File: config.mk
export PLATFORM = sky130hd
export DESIGN_NAME = dsec_stream_ctrl
export DESIGN_NICKNAME = d
export VERILOG_FILES = /design/src/rtl/dsec_stream_ctrl.sv
export SDC_FILE = /design/constraint.sdc
export NUM_CORES = 1
export LEC_CHECK = 0
export CAP_MARGIN = 25
export CORE_MARGIN = 4
export CORE_UTILIZATION = 30
export DETAILED_ROUTE_END_ITERATION = 10
export DONT_BUFFER_PORTS = 1
export GPL_TIMING_DRIVEN = 0
export SLEW_MARGIN = 30
export SYNTH_ARGS = -nofsm -noshare
export SYNTH_HDL_FRONTEND = slang
export SYNTH_SLANG_ARGS = --single-unit
export TNS_END_PERCENT = 100
File: constraint.sdc
create_clock -name clk -period 15.6 [get_ports clk]
set_input_delay 3.9 -clock clk [delete_from_list [all_inputs] [get_ports clk]]
set_output_delay 3.9 -clock clk [all_outputs]
set_load 0.01 [all_outputs]
File: src/rtl/dsec_stream_ctrl.sv
// dsec_stream_ctrl: DSEC stream controller.
//   Loads a KEY_WORDS-word key and a data stream over one shared input bus. Each data word
//   is XOR-whitened with the next key word in round-robin order and pushed into an output
//   FIFO that is drained under an out_valid/out_rcvd handshake. Protocol violations latch
//   a sticky error; only rst clears it.
// Optional feature macro: DSEC_KEY_RELOAD_EN (key load allowed again while in READY).
// Ports:
//   clk, rst          clock (posedge) and asynchronous active-high reset
//   data_in           key word (key_config=1) or data word (key_config=0)
//   key_config        1 = key-load mode, 0 = data mode
//   in_valid / rdy    input handshake; a word is accepted on a posedge with in_valid & rdy
//   data_out          FIFO head (whitened word)
//   out_valid         FIFO non-empty
//   out_rcvd          consumer takes data_out; pops when out_valid=1
//   error             sticky protocol error
//   key_loaded        full key held, data mode permitted
module dsec_stream_ctrl #(
   parameter int unsigned DATA_W     = 64,
   parameter int unsigned KEY_WORDS  = 3,
   parameter int unsigned FIFO_DEPTH = 4
) (
   input  logic              clk,
   input  logic              rst,
   input  logic [DATA_W-1:0] data_in,
   input  logic              key_config,
   input  logic              in_valid,
   input  logic              out_rcvd,
   output logic              rdy,
   output logic [DATA_W-1:0] data_out,
   output logic              out_valid,
   output logic              error,
   output logic              key_loaded
);

   localparam int unsigned KPW = (KEY_WORDS > 1) ? $clog2(KEY_WORDS) : 1;
   localparam int unsigned AW  = $clog2(FIFO_DEPTH);
   localparam logic [KPW-1:0] KeyLast = KPW'(KEY_WORDS - 1);
   localparam logic [AW:0]    FullCnt = (AW + 1)'(FIFO_DEPTH);

`ifdef DSEC_KEY_RELOAD_EN
   localparam bit ReloadEn = 1'b1;
`else
   localparam bit ReloadEn = 1'b0;
`endif

   typedef enum logic [1:0] {StIdle, StLoad, StReady, StErr} state_e;

   state_e            state_q, state_d;
   logic              live_q;
   logic [DATA_W-1:0] key_q [KEY_WORDS];
   logic [KPW-1:0]    key_ptr_q, word_ptr_q;
   logic [DATA_W-1:0] fifo_q [FIFO_DEPTH];
   logic [AW-1:0]     wr_ptr_q, rd_ptr_q;
   logic [AW:0]       count_q;

   logic           full, accept, push, pop;
   logic           key_wr, key_restart, key_last;
   logic [KPW-1:0] key_idx;

   assign full      = (count_q == FullCnt);
   assign accept    = in_valid & rdy;
   assign out_valid = (count_q != '0);
   assign pop       = out_valid & out_rcvd;
   assign data_out  = fifo_q[rd_ptr_q];

   // A restarted load always writes key[0], whatever key_ptr holds.
   assign key_idx  = key_restart ? '0 : key_ptr_q;
   assign key_last = (key_idx == KeyLast);

   // State register
   always_ff @(posedge clk or posedge rst) begin
      if (rst) begin
         state_q <= StIdle;
      end else begin
         state_q <= state_d;
      end
   end

   // Next-state and datapath strobes
   always_comb begin
      state_d     = state_q;
      key_wr      = 1'b0;
      key_restart = 1'b0;
      push        = 1'b0;
      unique case (state_q)
         StIdle: begin
            if (accept) begin
               if (key_config) begin
                  key_wr      = 1'b1;
                  key_restart = 1'b1;
                  state_d     = key_last ? StReady : StLoad;
               end else begin
                  state_d = StErr;
               end
            end
         end
         StLoad: begin
            if (accept) begin
               if (key_config) begin
                  key_wr = 1'b1;
                  if (key_last) state_d = StReady;
               end else begin
                  state_d = StErr;
               end
            end
         end
         StReady: begin
            if (accept) begin
               if (!key_config) begin
                  push = 1'b1;
               end else if (ReloadEn) begin
                  key_wr      = 1'b1;
                  key_restart = 1'b1;
                  state_d     = key_last ? StReady : StLoad;
               end else begin
                  state_d = StErr;
               end
            end
         end
         StErr:   ;
         default: state_d = StIdle;
      endcase
   end

   // Outputs
   always_comb begin
      rdy        = 1'b0;
      error      = 1'b0;
      key_loaded = 1'b0;
      unique case (state_q)
         StIdle, StLoad: rdy = live_q;
         StReady: begin
            rdy        = ~full;
            key_loaded = 1'b1;
         end
         StErr:   error = 1'b1;
         default: ;
      endcase
   end

   // Key store, pointers and FIFO
   always_ff @(posedge clk or posedge rst) begin
      if (rst) begin
         // live_q holds rdy low until the first edge after reset release.
         live_q     <= 1'b0;
         key_ptr_q  <= '0;
         word_ptr_q <= '0;
         wr_ptr_q   <= '0;
         rd_ptr_q   <= '0;
         count_q    <= '0;
         for (int i = 0; i < KEY_WORDS; i++) key_q[i] <= '0;
         for (int i = 0; i < FIFO_DEPTH; i++) fifo_q[i] <= '0;
      end else begin
         live_q <= 1'b1;
         if (key_wr) begin
            key_q[key_idx] <= data_in;
            key_ptr_q      <= key_last ? '0 : key_idx + 1'b1;
         end
         if (key_wr && key_last) begin
            word_ptr_q <= '0;
         end else if (push) begin
            word_ptr_q <= (word_ptr_q == KeyLast) ? '0 : word_ptr_q + 1'b1;
         end
         if (push) begin
            fifo_q[wr_ptr_q] <= data_in ^ key_q[word_ptr_q];
            wr_ptr_q         <= wr_ptr_q + 1'b1;
         end
         if (pop) rd_ptr_q <= rd_ptr_q + 1'b1;
         unique case ({push, pop})
            2'b10:   count_q <= count_q + 1'b1;
            2'b01:   count_q <= count_q - 1'b1;
            default: ;
         endcase
      end
   end

endmodule

# == Word-level counts from Yosys, hierarchy flattened ==
# Index checks and enable logic that the tools add are counted.
# word_totals
register_bits,462
input_bits,69
elab_cells,94
# classes
addsub,6
magnitude_cmp,6
eq_ne,13
mux,37
bitwise,8
n_reduce_logical,10
# ops
op,n
64-bit two-way mux,6
64-bit binary-select mux with 2-bit select,2
256-bit bitwise mux,1
64-bit demux with 2-bit select,2
192-bit bitwise mux,1
64-bit bitwise XOR,1
2-bit two-way mux,13
"3-bit >= comparator, second input constant",4
2-bit NOT with 3-bit output,4
"2-bit == test, second input constant",5
1-bit two-way mux,9
"2-bit by 1-bit adder with 2-bit output, second input constant",4
"2-bit inequality test, second input constant",4
"3-bit by 1-bit < comparator with 1-bit output, second input constant",2
2-bit one-hot mux with 3 select lines,1
3-bit one-hot mux with 2 select lines,1
6-bit AND reduction,1
3-bit nonzero test,2
"2-bit by 1-bit == test with 1-bit output, second input constant",2
2-bit nonzero test,2
"3-bit by 1-bit adder with 3-bit output, second input constant",1
"3-bit == test, second input constant",1
1-bit logical AND,3
"3-bit inequality test, second input constant",1
6 further kinds,7

# == Logic depth before layout (Yosys ltp) ==
# logic_depth
depth_word,13
depth_mapped,12
ltp_nobuf,10

# == Least setup slack after synthesis ==
# Ideal clock, no wire load.
# synth_timing
kind,flip-flop to output port
from,reg rd_ptr_q[1]
to,out data_out[15]
arrival_ns,1.626
required_time_ns,11.700
setup_slack_ns,10.074
path_stages_with_launch,4
cell_sequence,dfrtp_1 clkbuf_1 buf_2 mux4_2
# synth_between
elab_chain_len,4
# synth_rtl
item,line_no,text
start: declaration,53,"logic [AW-1:0] wr_ptr_q, rd_ptr_q;"
start signal: assignment,168,if (pop) rd_ptr_q <= rd_ptr_q + 1'b1;
2-bit NOT with 3-bit output (implied by the code),64,assign data_out = fifo_q[rd_ptr_q];
64-bit binary-select mux with 2-bit select,64,
64-bit two-way mux (implied by the code) (2 in series),64,
end: declaration,29,"output logic [DATA_W-1:0] data_out,"
# Every way passes these cells. The select of a mux whose other input is x is not followed.

# == Worst setup path in the final report ==
# layout_timing
from,reg rd_ptr_q[0]
to,out data_out[43]
# Same word-level chain as after synthesis.

==> flow_summary.json <==
{
  "status": "complete, no violations",
  "swShare_pct": 30.65,
  "seqPwrFrac_pct": 40.3,
  "synth.most_common_cell": "dfrtp_1",
  "worst_slew_pin_slew_ns": 0.8461,
  "hold_path_startpoint": "count_q[2]",
  "grt_pass1_vias": 13161,
  "clock_path_buffers": 3,
  "ys_seq_area_share_pct": 54.27,
  "fin_area_um2": 24720,
  "crit_path_start_kind": "flop",
  "reg2reg_to": "key_q[6]",
  "grt_usage_pct": 14.08,
  "critPathCaptureType": "primary output",
  "postCtsResizedCells": 0,
  "nets": 1555,
  "seqCellArea_um2": 11560,
  "post_cts_buffers": 0,
  "ys_ff_latch": 462,
  "worstSkewPairLatency_ns": 0.58,
  "synth_common_cells": "dfrtp_1, mux2_2, o21ai_0",
  "viasPerCell": 4.848,
  "setup_viol": 0,
  "avgSynthCellArea_um2": 15.18,
  "gp_congestion": 0.7329,
  "post-dp-hpwl_um": 37100,
  "yosys.area.top_type": "dfrtp_1",
  "synth_top_flop_cell": "dfrtp_1",
  "cp.arrival_ns": 2.76,
  "start_util_pct": 30.32,
  "rows": 97,
  "hold_path_depth": 1,
  "crit_type": "reg2out",
  "drtAntennaViolNets": 0,
  "ff2ff_path_depth": 9,
  "num_vias": 11922,
  "syn-num-nets": 1482,
  "p_per_area_nw_per_um2": 167.9,
  "routed_wl_um": 52900,
  "drv_slew": 0,
  "place_area_um2": 22890,
  "fin_crit_ns": 6.663,
  "cts_max_level": 2,
  "drc_errors": 0,
  "grt_setup_unrepaired": "false",
  "drt_iter0_markers": 552,
  "root_buffer": "clkbuf_16",
  "core_um2": 70270,
  "die_area_um2": 75340,
  "ff2ff_setup_slack_ns": 12.66,
  "r2r-start": "state_q[0]",
  "cts_tree": "done",
  "syn_inst": 1403,
  "intPower_uw": 2878,
  "die_x_um": 274.5,
  "firstDrtPassIters": 4,
  "synth_top_area_share_pct": 54.27,
  "maxCapViolations": 0,
  "switchingPower_uw": 1272,
  "comb_power_share_pct": 28.9,
  "min_to": "count_q[2]",
  "n_antenna_cell": 0,
  "synthesis.area_um2": 21300,
  "synthArstFlopShare_pct": 100.0,
  "period_share_pct": 42.71,
  "portBuffers": 0,
  "grt_first_pass_wirelength_um": 81960,
  "fin_setup_tns_ns": 0,
  "cts_buffers": 52,
  "cp_max_fo": 10,
  "antenna_found_initial": 1,
  "clk_pin_slew_ns": 0.06,
  "die_h_um": 274.5,
  "synth_warnings": 0,
  "avgRoutedWirePerCell_um": 21.51,
  "hp-class": "reg2reg",
  "hold_buffers": 0,
  "final_layout_size_suffix_gt1_share_pct": 45.56,
  "fmax_mhz": 150.1,
  "pin_count": 137,
  "yosysUniqueCellTypes": 40,
  "fill_cells": 6641,
  "critPathRequiredTime_ns": 11.70,
  "multiInputGateArea_um2": 9206,
  "grt-ovfl-total": 0,
  "p_leak_uw": 0.01153,
  "clkPwrFrac_pct": 30.8,
  "area_delta_synth_final_pct": 16.01,
  "cts_sinks": 462,
  "vdd_drop_max_mv": 0.09924,
  "maxSlewHeadroom_pct": 43.59,
  "grt_max_degree": 32,
  "hold_violations": 0,
  "skew_ns": 0.02135,
  "synth_area_leaders": "dfrtp_1, mux2_2, mux4_2",
  "synth_edf_count": 0
}
[power by group through the flow]
stage,Sequential [µW],Clock (µW),Combinational (µW)
floorplan,1640,0,910
global route,1710,1370,1300
global placement,1670,0,1200
detailed placement,1690,0,1240
finish,1670,1280,1200
CTS,1670,1320,1240
[registers in the layout (all words and copies together) (netlist names)]
signal / flops
count_q: 3
fifo_q: 256
key_ptr_q: 2
key_q: 192
live_q: 1
rd_ptr_q: 2
state_q: 2
word_ptr_q: 2
wr_ptr_q: 2
[worst max path at each step]
stage / end / slack [ns] / cells past startpoint / start
6_report: data_out[43] / 8.94 / 3 / rd_ptr_q[0]
5_1_grt: data_out[60] / 8.80 / 3 / rd_ptr_q[0]
4_1_cts: data_out[43] / 8.84 / 3 / rd_ptr_q[0]
3_5_place_dp: key_q[146] / 9.47 / 6 / in_valid
3_3_place_gp: fifo_q[13] / 3.18 / 1 / rst
2_1_floorplan: count_q[0] / 5.45 / 1 / rst
[cells in the final DEF, fill, tap and decap left out, types with 2 or more instances in the layout]
master	instances
buf_1	4
nand3b_1	65
nor2b_1	3
clkbuf_2	4
a21oi_1	3
mux2i_1	65
nand2_1	7
buf_12	14
mux2_2	401
clkbuf_8	16
ha_1	9
mux2_4	49
and2b_1	2
xor2_1	67
buf_4	19
dfrtp_1	462
clkbuf_16	54
clkbuf_1	31
buf_2	33
clkinvlp_4	3
nor2_1	6
bufinv_16	4
o21ai_0	69
buf_16	4
nand2b_1	3
nand2_2	3
inv_1	10
nand3_1	2
xnor2_1	3
mux4_2	64
clkinv_2	11
buf_6	7
nand4_1	2
and2_1	2
nor3_1	2
[area by class of cell]
| type | count | share of cell area (%) |
|---|---|---|
| inverters | 11 | 0.1823 |
| clock inverters | 20 | 0.9163 |
| flip-flops and latches | 462 | 46.78 |
| clock buffers | 77 | 6.465 |
| well taps | 940 | 4.759 |
| repair buffers | 19 | 1.625 |
| plain buffers | 90 | 2.025 |
| multi-input cells | 840 | 37.25 |
[cells by family after synthesis]
logic type	after synthesis	share of synthesized area, %
buffers and inverters	101	2.520
XOR/XNOR	70	2.878
flip-flops	462	54.27
multiplexers	579	34.47
AND/OR/NAND/NOR	101	3.230
adder cells (fa/ha/maj)	10	0.6226
other	1	0.01760
AO/OA/AOI/OAI	79	1.997
[critical path, stage by stage, from the launching register on]
cell	delay, ns
dfrtp_1	0.45
clkbuf_2	0.53
clkbuf_1	0.70
mux4_2	0.49
[stage by stage]
stage	utilization, %	power (µW)	setup WS (ns)	hold WS (ns)	instances
2_1_floorplan	-	2546	5.447	0.4604	1403
3_3_place_gp	32.00	2866	3.178	0.4804	2343
3_5_place_dp	32.57	2934	9.467	0.4883	2362
4_1_cts	35.17	4235	8.844	0.5018	2459
5_1_grt	35.17	4379	8.797	0.5054	2459
6_report	35.17	4150	8.937	0.4966	2459
[routing by layer]
metal,global-route usage (%),routed length [µm],vias up
met5,0,0,-
met4,3.914,1236,0
met3,3.841,3141,92
met2,23.77,26000,194
met1,17.78,22520,6358
li1,-,-,5278
(Power assumes the default switching activity.)
